## src/rtl/des_pkg.sv

```systemverilog
// DES key-schedule constants, state encoding and bit-permutation helpers (FIPS 46-3).
// Tables use FIPS 1-based bit numbering, where bit 1 is the MSB of each vector.
package des_pkg;
   localparam int KEY_W    = 64;
   localparam int CD_W     = 28;
   localparam int SUBKEY_W = 48;

   localparam int PC1_TAB [0:55] = '{
      57, 49, 41, 33, 25, 17,  9,  1, 58, 50, 42, 34, 26, 18,
      10,  2, 59, 51, 43, 35, 27, 19, 11,  3, 60, 52, 44, 36,
      63, 55, 47, 39, 31, 23, 15,  7, 62, 54, 46, 38, 30, 22,
      14,  6, 61, 53, 45, 37, 29, 21, 13,  5, 28, 20, 12,  4
   };

   localparam int PC2_TAB [0:47] = '{
      14, 17, 11, 24,  1,  5,  3, 28, 15,  6, 21, 10,
      23, 19, 12,  4, 26,  8, 16,  7, 27, 20, 13,  2,
      41, 52, 31, 37, 47, 55, 30, 40, 51, 45, 33, 48,
      44, 49, 39, 56, 34, 53, 46, 42, 50, 36, 29, 32
   };

   localparam logic [1:0] SHIFT_TAB [0:15] = '{
      2'd1, 2'd1, 2'd2, 2'd2, 2'd2, 2'd2, 2'd2, 2'd2,
      2'd1, 2'd2, 2'd2, 2'd2, 2'd2, 2'd2, 2'd2, 2'd1
   };

   typedef enum logic [1:0] {
      ST_IDLE   = 2'd0,
      ST_ACTIVE = 2'd1,
      ST_DONE   = 2'd2
   } state_t;

   // PC1 drops the eight parity bits; result is C in [55:28], D in [27:0].
   function automatic logic [2*CD_W-1:0] pc1(input logic [KEY_W-1:0] k);
      logic [2*CD_W-1:0] r;
      r = '0;
      for (int i = 0; i < 2*CD_W; i++) begin
         r[2*CD_W-1-i] = k[KEY_W-PC1_TAB[i]];
      end
      return r;
   endfunction

   function automatic logic [CD_W-1:0] rotl28(input logic [CD_W-1:0] x, input logic [1:0] n);
      logic [CD_W-1:0] r;
      case (n)
         2'd1:    r = {x[CD_W-2:0], x[CD_W-1]};
         2'd2:    r = {x[CD_W-3:0], x[CD_W-1:CD_W-2]};
         default: r = x;
      endcase
      return r;
   endfunction

   function automatic logic [CD_W-1:0] rotr28(input logic [CD_W-1:0] x, input logic [1:0] n);
      logic [CD_W-1:0] r;
      case (n)
         2'd1:    r = {x[0], x[CD_W-1:1]};
         2'd2:    r = {x[1:0], x[CD_W-1:2]};
         default: r = x;
      endcase
      return r;
   endfunction

   function automatic logic key_parity_ok(input logic [KEY_W-1:0] k);
      logic ok;
      ok = 1'b1;
      for (int b = 0; b < KEY_W/8; b++) begin
         if (!(^k[8*b +: 8])) ok = 1'b0;
      end
      return ok;
   endfunction
endpackage

```

## src/rtl/des_pc2.sv

```systemverilog
// PC2 compression of the 56-bit C||D state into a 48-bit subkey; purely combinational,
// zero latency, no flow control.
module des_pc2
   import des_pkg::*;
(
   input  logic [2*CD_W-1:0]   cd,
   output logic [SUBKEY_W-1:0] subkey
);

   always_comb begin
      subkey = '0;
      for (int i = 0; i < SUBKEY_W; i++) begin
         subkey[SUBKEY_W-1-i] = cd[2*CD_W-PC2_TAB[i]];
      end
   end

endmodule

```

## src/rtl/des_key_sched_rev.sv

```systemverilog
// DES subkey sequencer, forward (K1..K16) or reverse (K16..K1); first subkey 1 cycle after start,
// advances only on valid&ready and holds otherwise. Byte parity check built with DES_KEY_PARITY_CHK_EN.
module des_key_sched_rev
   import des_pkg::*;
(
   input  logic                clk,
   input  logic                rst_n,
   input  logic                start,
   input  logic                decrypt,
   input  logic [KEY_W-1:0]    key,
   input  logic                abort,
   input  logic                subkey_ready,
   output logic [SUBKEY_W-1:0] subkey,
   output logic                subkey_valid,
   output logic [3:0]          key_num,
   output logic                busy,
   output logic                done,
   output logic                parity_err
);

   state_t            state, state_nxt;
   logic [CD_W-1:0]   c_reg, d_reg;
   logic [3:0]        round;
   logic              dec_mode;
   logic              load, step;
   logic [2*CD_W-1:0] pc1_key;
   logic [3:0]        shift_idx;
   logic [1:0]        shift_amt;
   logic [SUBKEY_W-1:0] pc2_out;

`ifdef DES_KEY_PARITY_CHK_EN
   logic perr_set, perr_reg, key_par_ok;
   assign key_par_ok = key_parity_ok(key);
`endif

   assign pc1_key = pc1(key);

   des_pc2 u_pc2 (
      .cd     ({c_reg, d_reg}),
      .subkey (pc2_out)
   );

   always_ff @(posedge clk or negedge rst_n) begin
      if (!rst_n) state <= ST_IDLE;
      else        state <= state_nxt;
   end

   always_comb begin
      state_nxt = state;
      load      = 1'b0;
      step      = 1'b0;
`ifdef DES_KEY_PARITY_CHK_EN
      perr_set  = 1'b0;
`endif
      case (state)
         ST_IDLE: begin
            if (start && !abort) begin
`ifdef DES_KEY_PARITY_CHK_EN
               if (key_par_ok) begin
                  state_nxt = ST_ACTIVE;
                  load      = 1'b1;
               end else begin
                  perr_set  = 1'b1;
               end
`else
               state_nxt = ST_ACTIVE;
               load      = 1'b1;
`endif
            end
         end
         ST_ACTIVE: begin
            if (abort) begin
               state_nxt = ST_IDLE;
            end else if (subkey_ready) begin
               step = 1'b1;
               if (round == 4'd15) state_nxt = ST_DONE;
            end
         end
         ST_DONE:  state_nxt = ST_IDLE;
         default:  state_nxt = ST_IDLE;
      endcase
   end

   // Shift for the next subkey: forward uses the upcoming round's amount,
   // reverse undoes the amount that produced the current subkey.
   assign shift_idx = dec_mode ? (4'd15 - round) : (round + 4'd1);
   assign shift_amt = SHIFT_TAB[shift_idx];

   always_ff @(posedge clk or negedge rst_n) begin
      if (!rst_n) begin
         c_reg    <= '0;
         d_reg    <= '0;
         round    <= '0;
         dec_mode <= 1'b0;
      end else if (load) begin
         dec_mode <= decrypt;
         round    <= '0;
         if (decrypt) begin
            c_reg <= pc1_key[2*CD_W-1:CD_W];
            d_reg <= pc1_key[CD_W-1:0];
         end else begin
            c_reg <= rotl28(pc1_key[2*CD_W-1:CD_W], 2'd1);
            d_reg <= rotl28(pc1_key[CD_W-1:0], 2'd1);
         end
      end else if (step) begin
         round <= round + 4'd1;
         // The 16th subkey already sits at total rotation 28, so the last handshake leaves C/D alone.
         if (round != 4'd15) begin
            if (dec_mode) begin
               c_reg <= rotr28(c_reg, shift_amt);
               d_reg <= rotr28(d_reg, shift_amt);
            end else begin
               c_reg <= rotl28(c_reg, shift_amt);
               d_reg <= rotl28(d_reg, shift_amt);
            end
         end
      end
   end

`ifdef DES_KEY_PARITY_CHK_EN
   always_ff @(posedge clk or negedge rst_n) begin
      if (!rst_n) perr_reg <= 1'b0;
      else        perr_reg <= perr_set;
   end
   assign parity_err = perr_reg;
`else
   assign parity_err = 1'b0;
`endif

   assign busy         = (state != ST_IDLE);
   assign subkey_valid = (state == ST_ACTIVE);
   assign done         = (state == ST_DONE);
   assign subkey       = subkey_valid ? pc2_out : '0;
   assign key_num      = subkey_valid ? (dec_mode ? (4'd15 - round) : round) : 4'd0;

endmodule

```

## config.mk

```make
export PLATFORM = sky130hd
export DESIGN_NAME = des_key_sched_rev
export DESIGN_NICKNAME = d
export VERILOG_FILES = /design/src/rtl/des_pkg.sv /design/src/rtl/des_pc2.sv /design/src/rtl/des_key_sched_rev.sv
export SDC_FILE = /design/constraint.sdc
export NUM_CORES = 1
export LEC_CHECK = 0
export CORE_ASPECT_RATIO = 0.75
export CORE_UTILIZATION = 46
export CTS_BUF_LIST = sky130_fd_sc_hd__clkbuf_16
export DETAILED_ROUTE_END_ITERATION = 10
export GPL_ROUTABILITY_DRIVEN = 0
export GPL_TIMING_DRIVEN = 0
export PLACE_DENSITY = 0.85
export SETUP_SLACK_MARGIN = 0.15
export SLEW_MARGIN = 20
export SYNTH_ARGS = -nofsm -noshare
export SYNTH_HDL_FRONTEND = slang
export SYNTH_SLANG_ARGS = --single-unit
```

## constraint.sdc

```tcl
create_clock -name clk -period 2.4 [get_ports clk]
set_input_delay 0.48 -clock clk [delete_from_list [all_inputs] [get_ports clk]]
set_output_delay 0.48 -clock clk [all_outputs]
set_load 0.05 [all_outputs]
```

==> flow_summary.json, run 1 <==
{
  "cts_htree_levels": 3,
  "ctsLongestPathBuffers": 2,
  "grt_pass1_wl_mm": 27.9,
  "grt_antenna_before_repair": 1,
  "async_reset_ff_frac": 1.00,
  "net-switching-power_mw": 3.82,
  "mux_cell_area_share_after_synthesis": 0.115,
  "power_density_nw_per_um2": 1140,
  "finClkSkew_ns": 0.00912,
  "layout_min_cycle_time_ns": 2.52,
  "post_synth_num_cell_types": 34,
  "ys_ff_latch": 63,
  "layout.cell_area.non_filler_sq_um": 6890,
  "timing_worst_slew_pin_value_ns": 0.768,
  "vdd_ir_drop_max_uv": 582,
  "pwr-share-clk": 0.178,
  "drive_gt1_frac": 0.260,
  "layout_worst_path_cycle_share": 1.05,
  "post_drt_wl_per_cell_um": 19.7,
  "synth_edf_count": 0,
  "final-setup-viol-count": 56,
  "netlist.area_leader.share": 0.317,
  "holdCritPathClass": "in -> async",
  "ant_nets": 0,
  "internal-power_mw": 4.06,
  "timing.max_cap.violations": 0,
  "finalWorstSetupSlack_ns": -0.123,
  "worst_path_class_setup": "reg -> reg",
  "rsz0062_at_grt": "yes",
  "synth_compound_area_frac": 0.301,
  "timing.reg2reg.setup_slack_ns": -0.12,
  "rows": 32,
  "power_frac_seq": 0.253,
  "post_synth_and_or_nand_nor_area_fraction": 0.183,
  "p_leak_nw": 3.00,
  "synth_top_flop_cell": "dfrtp_1",
  "worstReg2RegEnd": "c_reg[18]",
  "synth.largest_area_cell": "dfrtp_1",
  "die_x_um": 122,
  "cts_tree": "done",
  "synthXorXnorAreaFrac": 0.00880,
  "setup-tns-final_ns": -4.34,
  "p_sw_frac": 0.485,
  "r2r_cells": 10,
  "die_height_um": 92.1,
  "fp.coreArea_sq_um": 10400,
  "synth-adder-area-share": 0.0101,
  "synth.yosys.seq_area_share": 0.317,
  "io_buffers": 115,
  "path_max_fanout": 10,
  "placed_wire_length_estimate_mm": 12.5,
  "synth_top_family_by_area": "compound AO/OA/AOI/OAI gates",
  "synth_fp_nets": 700,
  "totalWireLength_mm": 17.9,
  "via_count": 5835,
  "first_global_vias": 5646,
  "yosysWarningCount": 0,
  "grt_max_degree": 40,
  "detail_route.vias_per_cell": 6.42,
  "cts.hold.buffers_added": 0,
  "totalPowerFinal_mw": 7.87,
  "synthesis.area_per_instance_sq_um": 7.95,
  "grt_usage": 0.322,
  "start_kind": "flip-flop",
  "netlist_top_cells_area": "dfrtp_1 (32%), a21oi_1 (17%), mux2i_1 (11%), o32a_1 (11%), nand2_1 (9.0%)",
  "post-route-util": 0.662,
  "flow.area_growth_from_synthesis_pct": 38.3,
  "max_slew_margin": 0.488,
  "share_comb_of_total_power": 0.569,
  "cell_area_after_synthesis_sq_um": 4980,
  "initial_utilization": 0.478,
  "run_status": "complete, but fails checks",
  "worstPathRequired_ns": 2.61,
  "post-route-drc-count": 0,
  "synthCells": 626,
  "failed_checks": "negative setup slack",
  "numCtsBuffers": 9,
  "design.final.nets": 842,
  "pin_count": 126,
  "grt_overflow_total": 0,
  "n_antenna_cell": 0,
  "placement.setup.worst_slack_ns": -0.619,
  "hold_violations": 0,
  "r2r_startpoint": "round[1]",
  "report.final.slew_viol_count": 0,
  "clk_latency_ns": 0.33,
  "max_clock_freq_ghz": 0.396,
  "clkSlewWorstSetupHoldPaths_ns": 0.06,
  "die_outline_area_sq_um": 11200,
  "drt_first_pass_iters": 8,
  "data_arrival_time_of_the_worst_path_ns": 2.73,
  "place_area_sq_um": 6490,
  "cts.sinks": 63,
  "clock-root-buffer": "clkbuf_16",
  "detailedRoute.firstIterationViolations": 844,
  "critPathCaptureType": "flip-flop"
}
stage by stage:
| step | cells | hold slack [ns] |
|---|---|---|
| after floorplan | 626 | 0.184 |
| after global placement | 877 | 0.504 |
| after detailed placement | 878 | 0.419 |
| after CTS | 905 | 0.0733 |
| after global routing | 909 | 0.0825 |
| final | 909 | 0.0591 |
routing by layer:
metal | vias up | global-route usage | wire length, um
li1 | 2567 | - | -
met1 | 2707 | 0.433 | 7060
met2 | 478 | 0.487 | 7960
met3 | 83 | 0.0771 | 2210
met4 | 0 | 0.146 | 705
met5 | - | 0 | 0
kinds of logic after synthesis:
kind of cell / after synthesis
buf+inv: 64
mux: 57
flops: 63
compound gates: 238
other cells: 1
simple gates: 194
fa+ha+maj: 4
xor+xnor: 5
critical path, stage by stage, from the launching register on:
cell	delay, ns
dfrtp_2	0.42
ha_2	0.19
clkbuf_8	0.14
or3_1	0.31
o311a_1	0.17
a221o_1	0.33
buf_6	0.17
buf_8	0.17
nand2_2	0.08
a21oi_1	0.08
o32a_1	0.34
timing repair:
action,CTS,global route
gates cloned,0,1
pin swaps,2,1
buffers inserted,11,3
endpoints found under the setup margin,110,103
gates resized for setup,311,38
layout by cell type, fill, tap and decap left out, types with 2 or more instances in the layout:
cell type,Yosys,layout
buf_6,3,7
buf_8,0,3
a21oi_1,170,158
buf_2,22,34
nand2_2,0,47
o32a_1,56,56
nor2b_1,2,2
bufinv_16,0,2
o21ai_0,6,6
clkbuf_8,0,2
xor2_1,2,2
dfrtp_2,0,2
clkbuf_1,23,9
clkinv_4,0,2
clkbuf_4,0,11
inv_2,0,2
nand2_1,119,69
dfrtp_1,63,61
buf_12,0,2
buf_1,3,5
nand2_4,0,3
buf_4,9,47
clkdlybuf4s50_1,0,61
nand3b_1,3,3
xnor2_1,3,3
and2_1,50,50
a21oi_2,0,12
nand2b_1,5,4
clkbuf_2,0,8
nand3_1,4,4
mux2i_1,57,57
clkbuf_16,0,9
nor2_1,5,5
ha_1,4,3
inv_1,4,4
layout make-up:
type | count | area, sq um
timing repair buffer | 131 | 1090
inverter | 4 | 15.0
buffer | 60 | 428
sequential | 63 | 1580
multi-input combinational | 499 | 3290
clock inverter | 7 | 90.1
tap | 136 | 170
fill | 836 | 3520
clock buffer | 9 | 225
synth_stat cells, drive strengths merged, types with 3 or more instances:
master  instances
ha              4
and2           50
nand3b          3
nor2            5
dfrtp          63
buf            37
clkbuf         23
xnor2           3
o32a           56
nand2b          5
o21ai           6
nand3           4
nand2         119
inv             4
a21oi         170
mux2i          57
power groups by stage:
stage	combinational, mW	clock (mW)	sequential, mW
2_1_floorplan	3.03	0	1.84
3_3_place_gp	4.05	0	1.93
3_5_place_dp	4.17	0	1.97
4_1_cts	4.28	1.39	1.96
5_1_grt	4.74	1.43	2.05
6_report	4.48	1.40	1.99
worst max-delay path by stage:
stage	endpoint	cells past startpoint	slack, ns	startpoint
detailed placement	d_reg[26]	6	-0.62	start
finish	c_reg[18]	10	-0.12	round[1]
floorplan	c_reg[18]	10	0.08	round[1]
global placement	round[1]	1	-1.63	rst_n
global route	d_reg[27]	10	-0.17	round[1]
CTS	d_reg[19]	10	-0.08	round[1]
Power figures use the tool's default switching activity.
==> run 2: changes to the inputs <==
- CORE_MARGIN: default -> 3
- CORE_UTILIZATION: 46 -> 55
- DONT_BUFFER_PORTS: default -> 1
- PLACE_DENSITY: 0.85 -> 0.79
- RECOVER_POWER: default -> 100
==> run 2 against run 1 <==
  * The flow finishes with violations (max-capacitance violations, max-slew violations, negative setup slack)
  * Count of clock-buffer cells in the layout is the same
  * Global-route usage rose by 1.9 points
  * Utilization increased by 7.1 points
  * Combinational power increased by 7.4%
  * Die area shrank 8.9%
  * Wire length shrank 0.31%
  * Flip-flop and latch count is the same
  * Non-clock buffer count is 115 lower
  * Critical path depth unchanged
  * Maximum frequency decreased by 1.2%
  * Cell count is 16% lower
  * Worst setup slack worse by 0.031 ns
  * Highest routed layer unchanged
==> flow_summary.json, run 2 (synthesized netlist as in run 1, its figures left out) <==
{
  "post_drt_wl_per_cell_um": 23.4,
  "ant_nets": 0,
  "layout.cell_area.non_filler_sq_um": 6330,
  "busiest_metal_layer_after_global_routing": "met2",
  "flow.area_growth_from_synthesis_pct": 27.1,
  "finClkSkew_ns": 0.0114,
  "detail_route.vias_per_cell": 6.98,
  "design.final.nets": 727,
  "max_slew_margin": -0.113,
  "rsz0062_at_grt": "yes",
  "layout_worst_path_cycle_share": 1.06,
  "clkSlewWorstSetupHoldPaths_ns": 0.05,
  "drive_gt1_frac": 0.350,
  "initial_utilization": 0.576,
  "worstPathRequired_ns": 2.67,
  "die_outline_area_sq_um": 10200,
  "layout_min_cycle_time_ns": 2.55,
  "vdd_ir_drop_max_uv": 667,
  "via_count": 5339,
  "grt_pass1_wl_mm": 26.9,
  "detailedRoute.firstIterationViolations": 701,
  "use_met1": 0.447,
  "power_density_nw_per_um2": 1310,
  "path_max_fanout": 10,
  "report.final.slew_viol_count": 64,
  "totalPowerFinal_mw": 8.30,
  "layout_common_cells": "a21oi_1 (131), nand2_1 (66), dfrtp_1 (61)",
  "grt_antenna_before_repair": 0,
  "clk_latency_ns": 0.34,
  "totalWireLength_mm": 17.9,
  "io_buffers": 0,
  "timing.max_cap.violations": 1,
  "cts_tree": "done",
  "finalWorstSetupSlack_ns": -0.154,
  "critPathCaptureType": "flip-flop",
  "n_antenna_cell": 0,
  "grtUsageMet2": 0.521,
  "die_x_um": 116,
  "ctsLongestPathBuffers": 2,
  "pin_count": 126,
  "placed_wire_length_estimate_mm": 11.7,
  "die_height_um": 88.4,
  "first_global_vias": 5201,
  "rows": 29,
  "post-route-drc-count": 0,
  "grt_overflow_total": 0,
  "gr-usage-met3": 0.105,
  "data_arrival_time_of_the_worst_path_ns": 2.82,
  "final_common_cell": "a21oi_1",
  "start_kind": "flip-flop",
  "holdCritPathClass": "in -> reg",
  "clock-root-buffer": "clkbuf_16",
  "numCtsBuffers": 9,
  "max_stage_delay_ns": 0.46,
  "max_clock_freq_ghz": 0.392,
  "place_area_sq_um": 5290,
  "drt_first_pass_iters": 5,
  "critical_path_cell_by_cell": "ha_4 > buf_8 > or3_1 > o311a_1 > a221oi_2 > buf_4 > buf_6 > nand2_1 > a21oi_1 > o32a_1",
  "p_leak_nw": 2.67,
  "post-route-util": 0.733,
  "failed_checks": "max-capacitance violations, max-slew violations, negative setup slack",
  "final-setup-viol-count": 56,
  "cts_htree_levels": 3,
  "hold_violations": 0,
  "grt_max_degree": 64,
  "cts.sinks": 63,
  "timing.critical_path.slowest_stage_cell": "dfrtp_2",
  "run_status": "complete, but fails checks",
  "fp.coreArea_sq_um": 8640,
  "grt_usage": 0.341,
  "worst_path_class_setup": "reg -> reg",
  "timing_worst_slew_pin_value_ns": 1.67
}
==> run 2: cell types whose count changed in the layout (fill, tap and decap cells not counted), moves of 3 or more <==
cell,before,now
clkdlybuf4s50_1,61,0
nand2_2,47,28
and2_4,0,49
a21oi_2,12,39
clkbuf_4,11,6
a21oi_1,158,131
nand2_1,69,66
buf_12,2,6
nand2_4,3,24
buf_4,47,27
and2_1,50,1
buf_2,34,5
==> run 2: path summary, 6_finish.rpt <==
| check | startpoint | endpoint | slack [ns] | cells after the start |
|---|---|---|---|---|
| worst max-delay path | round[1] | c_reg[20] | -0.15 | 10 |
| worst min-delay path | abort | state[0] | 0.30 | 2 |
| worst max register to register | round[1] | c_reg[20] | -0.15 | 10 |
| worst min register to register | c_reg[10] | c_reg[10] | 0.54 | 1 |
| max in group asynchronous | rst_n | round[0] | 0.75 | 1 |
| min in group asynchronous | rst_n | round[2] | 0.56 | 1 |
==> run 2: worst max-delay path, delay by kind of cell, from the launching register on <==
kind | cells | cell delay [ns]
fa+ha+maj | 1 | 0.18
buf+inv | 3 | 0.56
flops | 1 | 0.46
compound gates | 4 | 0.86
simple gates | 2 | 0.42
==> run 2: cell type report <==
type / instances / area (sq um)
buffer: 60 / 487
fill: 606 / 2310
multi-input combinational: 499 / 3660
inverter: 4 / 15.0
timing repair buffer: 16 / 150
tap: 108 / 135
clock buffer: 9 / 225
clock inverter: 6 / 77.6
sequential: 63 / 1580
==> run 2: per-stage QoR <==
step           setup slack [ns]  std cells  hold slack [ns]  setup TNS (ns)
2_1_floorplan            0.0842        626            0.184               0
3_3_place_gp             -0.256        734            0.188           -9.94
3_5_place_dp             -0.303        734            0.187          -12.59
4_1_cts                 -0.0568        765           0.0342           -1.17
5_1_grt                  -0.203        765            0.327           -8.15
6_report                 -0.154        765            0.303           -4.55
==> run 2: repair_timing <==
item                                   in CTS  in global routing
gates cloned                                1                  0
gates resized for setup                   160                 75
setup endpoints to repair                 107                107
hold buffers                                1                  0
pin swaps                                  12                 12
setup buffers                              14                  0
endpoints found under the hold margin      63                  0
==> run 2: where the power goes <==
group / total (mW) / switching [mW] / internal, mW
Sequential: 2.11 / 0.629 / 1.49
Combinational: 4.81 / 2.99 / 1.82
Clock: 1.38 / 0.484 / 0.891
Total: 8.30 / 4.10 / 4.20
==> run 2: per-layer routing <==
metal / wire length, um / up-vias / share of wire
li1: - / 2343 / -
met1: 6730 / 2489 / 0.38
met2: 8110 / 428 / 0.45
met3: 2310 / 79 / 0.13
met4: 719 / 0 / 0.040
met5: 0 / - / 0
